<file path="config.mk">
export PLATFORM = sky130hd
export DESIGN_NAME = usb_uart_tx_batcher
export DESIGN_NICKNAME = d
export VERILOG_FILES = /design/src/rtl/usb_uart_tx_batcher_pkg.sv /design/src/rtl/usb_uart_tx_batcher_fifo_ram.sv /design/src/rtl/usb_uart_tx_batcher.sv
export SDC_FILE = /design/constraint.sdc
export NUM_CORES = 1
export LEC_CHECK = 0
export ABC_CLOCK_PERIOD_IN_PS = 4700
export CORE_MARGIN = 3
export CORE_UTILIZATION = 50
export CTS_BUF_LIST = sky130_fd_sc_hd__clkbuf_2 sky130_fd_sc_hd__clkbuf_4 sky130_fd_sc_hd__clkbuf_8
export DETAILED_ROUTE_END_ITERATION = 10
export GPL_TIMING_DRIVEN = 0
export PLACE_DENSITY = 0.73
export SYNTH_ARGS = -nofsm -noshare
export SYNTH_HDL_FRONTEND = slang
export SYNTH_SLANG_ARGS = --single-unit
</file>
<file path="constraint.sdc">
create_clock -name clk_48mhz -period 4.7 [get_ports clk_48mhz]
set_input_delay 0.94 -clock clk_48mhz [delete_from_list [all_inputs] [get_ports clk_48mhz]]
set_output_delay 0.94 -clock clk_48mhz [all_outputs]
set_load 0.02 [all_outputs]
</file>
<file path="src/rtl/usb_uart_tx_batcher_pkg.sv">
// Shared definitions for the USB-UART device->host byte batcher.
//   batch_state_e : batching FSM states (idle / holding for a batch / draining a burst)
//   UsbFsBulkMax  : full-speed bulk endpoint max packet size, the natural FIFO depth
package usb_uart_tx_batcher_pkg;

  typedef enum logic [1:0] {
    StIdle  = 2'd0,
    StHold  = 2'd1,
    StDrain = 2'd2
  } batch_state_e;

  localparam int unsigned UsbFsBulkMax = 64;

endpackage

</file>
<file path="src/rtl/usb_uart_tx_batcher_fifo_ram.sv">
// Depth x 8 simple dual-port storage for the batcher FIFO.
// Synchronous write, asynchronous read, so it maps onto LUT RAM / EBR.
//   clk_i   : write clock
//   we_i    : write enable
//   waddr_i : write address
//   wdata_i : write byte
//   raddr_i : read address
//   rdata_o : read byte (combinational from raddr_i)
module usb_uart_tx_batcher_fifo_ram #(
  parameter int unsigned Depth = 64,
  parameter int unsigned Aw    = $clog2(Depth)
) (
  input  logic          clk_i,
  input  logic          we_i,
  input  logic [Aw-1:0] waddr_i,
  input  logic [7:0]    wdata_i,
  input  logic [Aw-1:0] raddr_i,
  output logic [7:0]    rdata_o
);

  logic [7:0] mem_q [Depth];

  always_ff @(posedge clk_i) begin
    if (we_i) begin
      mem_q[waddr_i] <= wdata_i;
    end
  end

  assign rdata_o = mem_q[raddr_i];

endmodule

</file>
<file path="src/rtl/usb_uart_tx_batcher.sv">
// Byte FIFO and packet-batching stage feeding usb_uart's uart_in_* stream (device->host).
// Bytes are buffered and released in bursts when the fill level reaches THRESHOLD, when no
// write has arrived for TIMEOUT cycles, or when flush is held.
//   clk_48mhz : sole clock
//   reset     : synchronous, active-low
//   in_data / in_valid / in_ready    : byte stream from user logic
//   flush     : level-sensitive request to drain now
//   out_data / out_valid / out_ready : registered byte stream to usb_uart.uart_in_*
//   level     : FIFO occupancy, not counting the byte held in the output register
module usb_uart_tx_batcher
  import usb_uart_tx_batcher_pkg::*;
#(
  parameter int unsigned DEPTH     = UsbFsBulkMax,
  parameter int unsigned THRESHOLD = 32,
  parameter int unsigned TIMEOUT   = 48000
) (
  input  logic                     clk_48mhz,
  input  logic                     reset,
  input  logic [7:0]               in_data,
  input  logic                     in_valid,
  output logic                     in_ready,
  input  logic                     flush,
  output logic [7:0]               out_data,
  output logic                     out_valid,
  input  logic                     out_ready,
  output logic [$clog2(DEPTH):0]   level
);

  localparam int unsigned Aw = $clog2(DEPTH);
  localparam int unsigned Lw = Aw + 1;
  localparam int unsigned Tw = $clog2(TIMEOUT + 1);

  localparam logic [Lw-1:0] FullLvl   = Lw'(DEPTH);
  localparam logic [Lw-1:0] ThreshLvl = Lw'(THRESHOLD);
  localparam logic [Tw-1:0] TimerLast = Tw'(TIMEOUT - 1);

  // Pointers carry an extra wrap bit so full and empty are distinguishable.
  logic [Aw:0]   wr_ptr_q, wr_ptr_d;
  logic [Aw:0]   rd_ptr_q, rd_ptr_d;
  logic [Tw-1:0] timer_q, timer_d;
  logic [7:0]    out_data_q, out_data_d;
  logic          out_valid_q, out_valid_d;
  batch_state_e  state_q, state_d;

  logic [Lw-1:0] level_q;
  logic [Lw-1:0] level_d;
  logic          full;
  logic          empty;
  logic          wr_en;
  logic          ob_load;
  logic [7:0]    rdata;

  assign level_q = wr_ptr_q - rd_ptr_q;
  assign full    = (level_q == FullLvl);
  assign empty   = (level_q == '0);

  // No write-through: a full FIFO refuses even when a read happens this cycle.
  assign in_ready = reset & ~full;
  assign wr_en    = in_valid & in_ready;

  // The output register refills whenever it is empty or being handed off this cycle.
  assign ob_load = (state_q == StDrain) && !empty && (!out_valid_q || out_ready);

  usb_uart_tx_batcher_fifo_ram #(
    .Depth (DEPTH),
    .Aw    (Aw)
  ) u_ram (
    .clk_i   (clk_48mhz),
    .we_i    (wr_en),
    .waddr_i (wr_ptr_q[Aw-1:0]),
    .wdata_i (in_data),
    .raddr_i (rd_ptr_q[Aw-1:0]),
    .rdata_o (rdata)
  );

  always_comb begin
    wr_ptr_d    = wr_ptr_q + {{Aw{1'b0}}, wr_en};
    rd_ptr_d    = rd_ptr_q + {{Aw{1'b0}}, ob_load};
    level_d     = wr_ptr_d - rd_ptr_d;
    out_data_d  = out_data_q;
    out_valid_d = out_valid_q;
    if (ob_load) begin
      out_data_d  = rdata;
      out_valid_d = 1'b1;
    end else if (out_ready) begin
      out_valid_d = 1'b0;
    end
  end

  always_comb begin
    state_d = state_q;
    timer_d = timer_q;
    unique case (state_q)
      StIdle: begin
        timer_d = '0;
        if (wr_en) begin
          state_d = StHold;
        end
      end
      StHold: begin
        if (wr_en) begin
          timer_d = '0;
        end else if (timer_q != '1) begin
          timer_d = timer_q + 1'b1;
        end
        // Threshold uses the occupancy after this edge's write.
        if ((level_d >= ThreshLvl) || (!wr_en && (timer_q == TimerLast)) || flush) begin
          state_d = StDrain;
        end
      end
      StDrain: begin
        timer_d = '0;
        if (empty && !wr_en && (!out_valid_q || out_ready)) begin
          state_d = StIdle;
        end
      end
      default: begin
        timer_d = '0;
        state_d = StIdle;
      end
    endcase
  end

  always_ff @(posedge clk_48mhz) begin
    if (!reset) begin
      wr_ptr_q    <= '0;
      rd_ptr_q    <= '0;
      timer_q     <= '0;
      out_data_q  <= 8'h00;
      out_valid_q <= 1'b0;
      state_q     <= StIdle;
    end else begin
      wr_ptr_q    <= wr_ptr_d;
      rd_ptr_q    <= rd_ptr_d;
      timer_q     <= timer_d;
      out_data_q  <= out_data_d;
      out_valid_q <= out_valid_d;
      state_q     <= state_d;
    end
  end

  assign out_data  = out_data_q;
  assign out_valid = out_valid_q;
  assign level     = level_q;

endmodule

</file>
## Word level (Yosys, flattened, before mapping)

Memories as Yosys holds them, arrays and structs flattened. A register that Yosys moved wholly into a read port is not among the register bits.
Index checks and enable logic that the tools add are counted.

- Add/subtract/negate cells: 5
- Magnitude comparators: 1
- Equal/unequal tests: 8
- Muxes and demuxes: 8
- Bitwise logic cells: 5
- Reductions and logical operators: 17

Operators with widths:

| operator | number |
|---|---|
| 16-bit by 1-bit adder with 16-bit output, second input constant | 1 |
| 16-bit == test, second input constant | 1 |
| 16-bit inequality test, second input constant | 1 |
| 7-bit by 1-bit adder with 7-bit output | 2 |
| 7-bit subtractor | 2 |
| 7-bit == test, second input constant | 1 |
| 7-bit by 6-bit greater-or-equal comparator with 1-bit output, second input constant | 1 |
| 7-bit zero test | 1 |
| 2-bit two-way mux | 3 |
| 2-bit case mux with 3 select lines | 1 |
| 1-bit logical AND | 5 |
| 1-bit zero test | 4 |
| 1-bit two-way mux | 4 |
| 2-bit inequality test, second input constant | 2 |
| 1-bit logical OR | 3 |
| 1-bit NOT | 3 |
| 3-bit AND reduction | 1 |
| 3-bit OR reduction | 1 |
| 1-bit AND | 2 |
| 2-bit by 1-bit == test with 1-bit output, second input constant | 1 |
| 2-bit == test, second input constant | 1 |
| 2-bit zero test | 1 |
| 2-bit by 1-bit inequality test with 1-bit output, second input constant | 1 |
| 2-bit nonzero test | 1 |

- Bits in registers: 33
- RAM bits: 512
- Input bits: 13
- Output and inout bits: 17
- Word-level logic and storage cells: 50
- Memories: 1

Memory list:

| name | depth | bits a word | read ports | clocked after memory_dff | write ports | line | RTL |
|---|---|---|---|---|---|---|---|
| u_ram.mem_q | 64 | 8 | 1 | 1 | 1 | usb_uart_tx_batcher_fifo_ram.sv:21 | `logic [7:0] mem_q [Depth];` |

## Longest topological paths before layout

- Word-level depth: 12
- Mapped depth: 24
- Depth with buffers taken out: 20

## Cells and area by module

Synthesis repeated with hierarchy kept, for this count alone.

- Cell total of the unflattened synthesis: 1209
- Area total of the unflattened synthesis: 22389.0 um^2

Modules (own cells, without submodules):

| module | times used | cells each | area an instance (um^2) | sequential area each (um^2) |
|---|---|---|---|---|
| usb_uart_tx_batcher_fifo_ram | 1 | 932 | 20006.7 | 15374.7 |
| usb_uart_tx_batcher | 1 | 277 | 2382.3 | 820.8 |

## Worst setup path before layout

OpenSTA, ideal clock, no wires.

- Kind: reg2reg
- From: register rd_ptr_q[1]
- To: register state_q[1]
- Library setup time: 0.060 ns
- Arrival time: 4.666 ns
- Data required time: 4.640 ns
- Path slack: -0.026 ns
- Stages on the path, launching flop included: 24
- Path buffers: 5
- Clock period less this slack: 4.726 ns
- Cell sequence: dfxtp_1 -> clkbuf_1 -> buf_2 -> buf_2 -> buf_1 -> inv_1 -> ha_1 -> nand2b_1 -> a21oi_1 -> xor2_1 -> nor4b_4 -> o21ai_1 -> buf_2 -> nand3_1 -> inv_1 -> ha_1 -> ha_1 -> ha_1 -> nor2b_1 -> o21a_1 -> o211ai_1 -> a211oi_1 -> a211oi_1 -> o2111a_1

- Word-level cells in the longest chain between the ends: 12
- Elaborated cells on any way between the ends: 23
- Classes of those cells: 4 x add/sub; 1 x order compare; 4 x eq/ne; 3 x bitwise; 11 x reduce/logical

Ends and longest elaborated chain:

| item | line | RTL |
|---|---|---|
| from (decl) | usb_uart_tx_batcher.sv:39 | `logic [Aw:0] rd_ptr_q, rd_ptr_d;` |
| from (signal assigned) | usb_uart_tx_batcher.sv:134 | `rd_ptr_q <= rd_ptr_d;` |
| 7-bit subtractor | usb_uart_tx_batcher.sv:53 | `assign level_q = wr_ptr_q - rd_ptr_q;` |
| net level[3] | usb_uart_tx_batcher.sv:26 | `output logic [$clog2(DEPTH):0] level` |
| 7-bit == test | usb_uart_tx_batcher.sv:54 | `assign full = (level_q == FullLvl);` |
| 1-bit NOT | usb_uart_tx_batcher.sv:58 | `assign in_ready = reset & ~full;` |
| 1-bit AND | usb_uart_tx_batcher.sv:58 |  |
| 1-bit AND | usb_uart_tx_batcher.sv:59 | `assign wr_en = in_valid & in_ready;` |
| 7-bit by 1-bit adder with 7-bit output | usb_uart_tx_batcher.sv:77 | `wr_ptr_d = wr_ptr_q + {{Aw{1'b0}}, wr_en};` |
| net wr_ptr_d[1] | usb_uart_tx_batcher.sv:38 | `logic [Aw:0] wr_ptr_q, wr_ptr_d;` |
| 7-bit subtractor | usb_uart_tx_batcher.sv:79 | `level_d = wr_ptr_d - rd_ptr_d;` |
| 7-bit by 6-bit greater-or-equal comparator with 1-bit output | usb_uart_tx_batcher.sv:107 | `if ((level_d >= ThreshLvl) \|\| (!wr_en && (timer_q == TimerLast)) \|\| flush) begin` |
| 1-bit logical OR (2 in a row) | usb_uart_tx_batcher.sv:107 |  |
| 2-bit inequality test (no source line) | n/a |  |
| 3-bit AND reduction (no source line) | n/a |  |
| to (signal assigned) | usb_uart_tx_batcher.sv:131 | `state_q <= StIdle;` |
| to (signal assigned) | usb_uart_tx_batcher.sv:138 | `state_q <= state_d;` |
| to (decl) | usb_uart_tx_batcher.sv:43 | `batch_state_e state_q, state_d;` |

The timed path passes the listed nets, and every way through them passes these cells.
A chain may end at the register's enable or synchronous reset.

## Final worst setup path

- From: register rd_ptr_q[3]
- To: register state_q[1]

- Word-level cells in the longest chain between the ends: 12
- Elaborated cells on any way between the ends: 23
- Classes of those cells: 4 x add/sub; 1 x order compare; 4 x eq/ne; 3 x bitwise; 11 x reduce/logical

Ends and longest elaborated chain:

| item | line |
|---|---|
| 7-bit subtractor | usb_uart_tx_batcher.sv:53 |
| 7-bit == test | usb_uart_tx_batcher.sv:54 |
| 1-bit NOT | usb_uart_tx_batcher.sv:58 |
| 1-bit AND | usb_uart_tx_batcher.sv:58 |
| 1-bit AND | usb_uart_tx_batcher.sv:59 |
| 7-bit by 1-bit adder with 7-bit output | usb_uart_tx_batcher.sv:77 |
| net wr_ptr_d[1] | usb_uart_tx_batcher.sv:38 |
| 7-bit subtractor | usb_uart_tx_batcher.sv:79 |
| 7-bit by 6-bit greater-or-equal comparator with 1-bit output | usb_uart_tx_batcher.sv:107 |
| 1-bit logical OR (2 in a row) | usb_uart_tx_batcher.sv:107 |
| 2-bit inequality test (no source line) | n/a |
| 3-bit AND reduction (no source line) | n/a |

The timed path passes the listed nets, and every way through them passes these cells.

==> results.json <==
{
  "worst-slew-pin-transition_ns": 1.06,
  "whs_path_depth": 2,
  "ys.flop_type": "edfxtp_1",
  "ff2ff_setup_slack_ns": 0.21,
  "synth_edf_count": 512,
  "endpoint_kind": "flop",
  "clk_pin_slew_ns": 0.06,
  "viasPerCell": 6.11,
  "grt_usage_pct": 22.3,
  "drive_above_1_share_pct": 25.3,
  "syn_inst": 1133,
  "overflow": 0,
  "setup_viol": 0,
  "outcome": "finished, final reports clean",
  "grt_pass1_vias": 11700,
  "cts_htree_levels": 3,
  "yosys_warnings": 0,
  "reg2regPathDepth": 21,
  "cts_tree": "yes",
  "ant_nets": 0,
  "hold_path.class": "reg2reg",
  "pre_cts_ws_ns": -1.12,
  "finClkSkew_ns": 0.0376,
  "timing.rr.end": "state_q[1]",
  "period_minus_slack_ns": 4.49,
  "ir_drop_mv": 0.223,
  "wl_um": 51100,
  "ys_seq_area_share_pct": 73.8,
  "drt_iter0_drc": 1588,
  "drtPass1Iterations": 5,
  "detail_route.wl_per_cell_um": 26.6,
  "syn_to_final_growth_pct": 14.2,
  "clk_path_buf_depth": 3,
  "netlist_top_cells_count": "512 x edfxtp_1, 128 x mux4_2, 113 x nor2_1",
  "yosysTopAreaCell": "edfxtp_1",
  "crit_type": "reg2reg",
  "hold_buffers": 0,
  "synth_cell_types": 57,
  "synthArstFlopShare_pct": 0,
  "worstPathRequired_ns": 5.22,
  "maxSlewViolCount": 0,
  "dieArea_um2": 46500,
  "syn_nets": 1164,
  "synthTopCellsByArea": "edfxtp_1 70%, mux4_2 13%, dfxtp_1 3.7%, nor2_1 1.9%, mux2i_1 1.4%",
  "cts_buffers": 86,
  "grt_antenna_before_repair": 0,
  "design_area_um2": 25100,
  "endpoint": "state_q[1]",
  "syn-cell-area_um2": 22000,
  "synth_top_area_share_pct": 70.0,
  "min_from": "timer_q[5]",
  "clock_latency_ns": 0.66,
  "maxCapViolations": 0,
  "vias": 11700,
  "power.density_nw_per_um2": 392,
  "r2r_start": "rd_ptr_q[3]",
  "rows": 76,
  "fillers": 3125,
  "power_uw": 9830,
  "synth_most_common_cell": "edfxtp_1",
  "initial_utilization_pct": 50.8,
  "grt_pass1_wl_um": 75600,
  "cp-startpoint": "rd_ptr_q[3]",
  "die_w_um": 216,
  "leakage_uw": 0.00806,
  "io_buffers": 29,
  "cp.arrival_ns": 5.01,
  "hold_viol": 0,
  "fin_nets": 1299,
  "grt_max_degree": 57,
  "drc": 0,
  "die_y_um": 216,
  "setup-tns-final_ns": 0,
  "clock_sinks": 553,
  "root_buffer": "clkbuf_8",
  "cp_max_fo": 10,
  "holdWs_ns": 0.513,
  "synth_area_per_cell_um2": 19.4,
  "dpl_cell_area_um2": 23100,
  "synth-seq-cells": 553,
  "fin_ws_ns": 0.213,
  "hpwlAfterDp_um": 33400,
  "period_share_pct": 95.5,
  "core_um2": 43300,
  "diodes": 0,
  "fmax_mhz": 223,
  "io_pins": 30,
  "crit_path_start_kind": "flop",
  "gp_congestion": 0.910,
  "slew_headroom_pct": 29.5
}
metal layers:
metal	vias up	track usage, %	routed length, µm
met4	0	7.84	1780
met2	635	34.6	24100
met3	105	5.72	5070
met5	-	0	0
li1	4929	-	-
met1	6062	31.2	20200
power by group:
part,internal [µW],switching (µW),total (µW)
sequential,5380,9.62,5390
clock,2210,1820,4030
combinational,165,243,408
worst max-delay path, stage by stage, from the launching register on:
cell	delay, ns
dfxtp_4	0.43
clkinvlp_4	0.15
buf_4	0.24
ha_4	0.19
and3b_1	0.18
a211oi_2	0.23
o211ai_2	0.16
nor4b_4	0.36
o21ai_2	0.12
buf_6	0.16
nand3_1	0.10
inv_1	0.05
ha_1	0.19
ha_1	0.30
ha_1	0.27
nor2b_1	0.13
o21a_1	0.16
o211ai_1	0.31
nand4b_1	0.17
nor2_2	0.13
a211oi_2	0.07
o2111a_1	0.25
logic make-up after synthesis:
group                      synth area share [%]
xor gates and xnor gates                   1.16
and+or+nand+nor                            4.73
adders and majority gates                  1.06
AOI/OAI and AO/OA                          3.45
DFF                                        73.8
buffers and inverters                      1.31
muxes                                      14.5
worst min-delay path by stage:
stage	end	slack [ns]
after global routing	out_data[4]	0.55
after CTS	timer_q[5]	0.53
after global placement	timer_q[5]	0.49
final	timer_q[5]	0.51
after detailed placement	timer_q[5]	0.51
after floorplan	timer_q[5]	0.48
layout by cell type (no fill, tap or decap), types with 4 or more instances in the layout:
master           netlist  layout
clkinv_1               0      23
dfxtp_1               41      37
bufinv_16              0       5
inv_1                 15      14
buf_12                 0       9
edfxtp_1             512     512
xor2_1                11      10
a21oi_1                7       5
clkinv_2               0      14
buf_1                  9       7
o41ai_1                7       7
nor2_1               113     111
clkbuf_8               0      89
ha_1                  17      14
mux4_2               128     128
buf_4                  5      19
nand4_1                4       4
a221oi_1              35      35
clkbuf_1              20      18
and2_1                16      16
clkdlybuf4s50_1        0      20
nor2b_1               13      12
a22o_1                 7       7
mux2i_1               31      31
nand2b_1               4       4
nand2_1               23      23
and3_1                 8       8
nand3_1               17      17
buf_2                 17      20
a211oi_2               1       4
clkbuf_4               0      22
xnor2_1               18      17
a32o_1                 8       8
repair_timing:
action / in CTS / in global routing
gates resized for setup: 17 / 26
pin swaps: 1 / 9
setup buffers: 1 / 12
endpoints found under the setup margin: 520 / 3
flip-flops by register name, summed over array words and instances, names as in the netlist:
name and count:
timer_q 16, u_ram.mem_q 512, out_data 8, state_q 2
out_valid 1, rd_ptr_q 7, wr_ptr_q 7
metrics by stage:
stage          utilization, %  instances
3_5_place_dp             53.4       1755
2_1_floorplan               -       1133
6_report                 58.0       1921
3_3_place_gp             53.1       1747
4_1_cts                  57.5       1909
5_1_grt                  58.0       1921
area by class of cell:
| type | instances | area [µm²] | area share [%] |
|---|---|---|---|
| repair buffers | 50 | 522 | 2.08 |
| plain buffers | 48 | 282 | 1.12 |
| multi-input cells | 514 | 5560 | 22.2 |
| well taps | 585 | 732 | 2.92 |
| inverters | 15 | 60.1 | 0.239 |
| flip-flops and latches | 553 | 16200 | 64.6 |
| clock inverters | 45 | 332 | 1.32 |
| clock buffers | 111 | 1390 | 5.54 |
No activity file was read; power rests on OpenSTA's default activity.
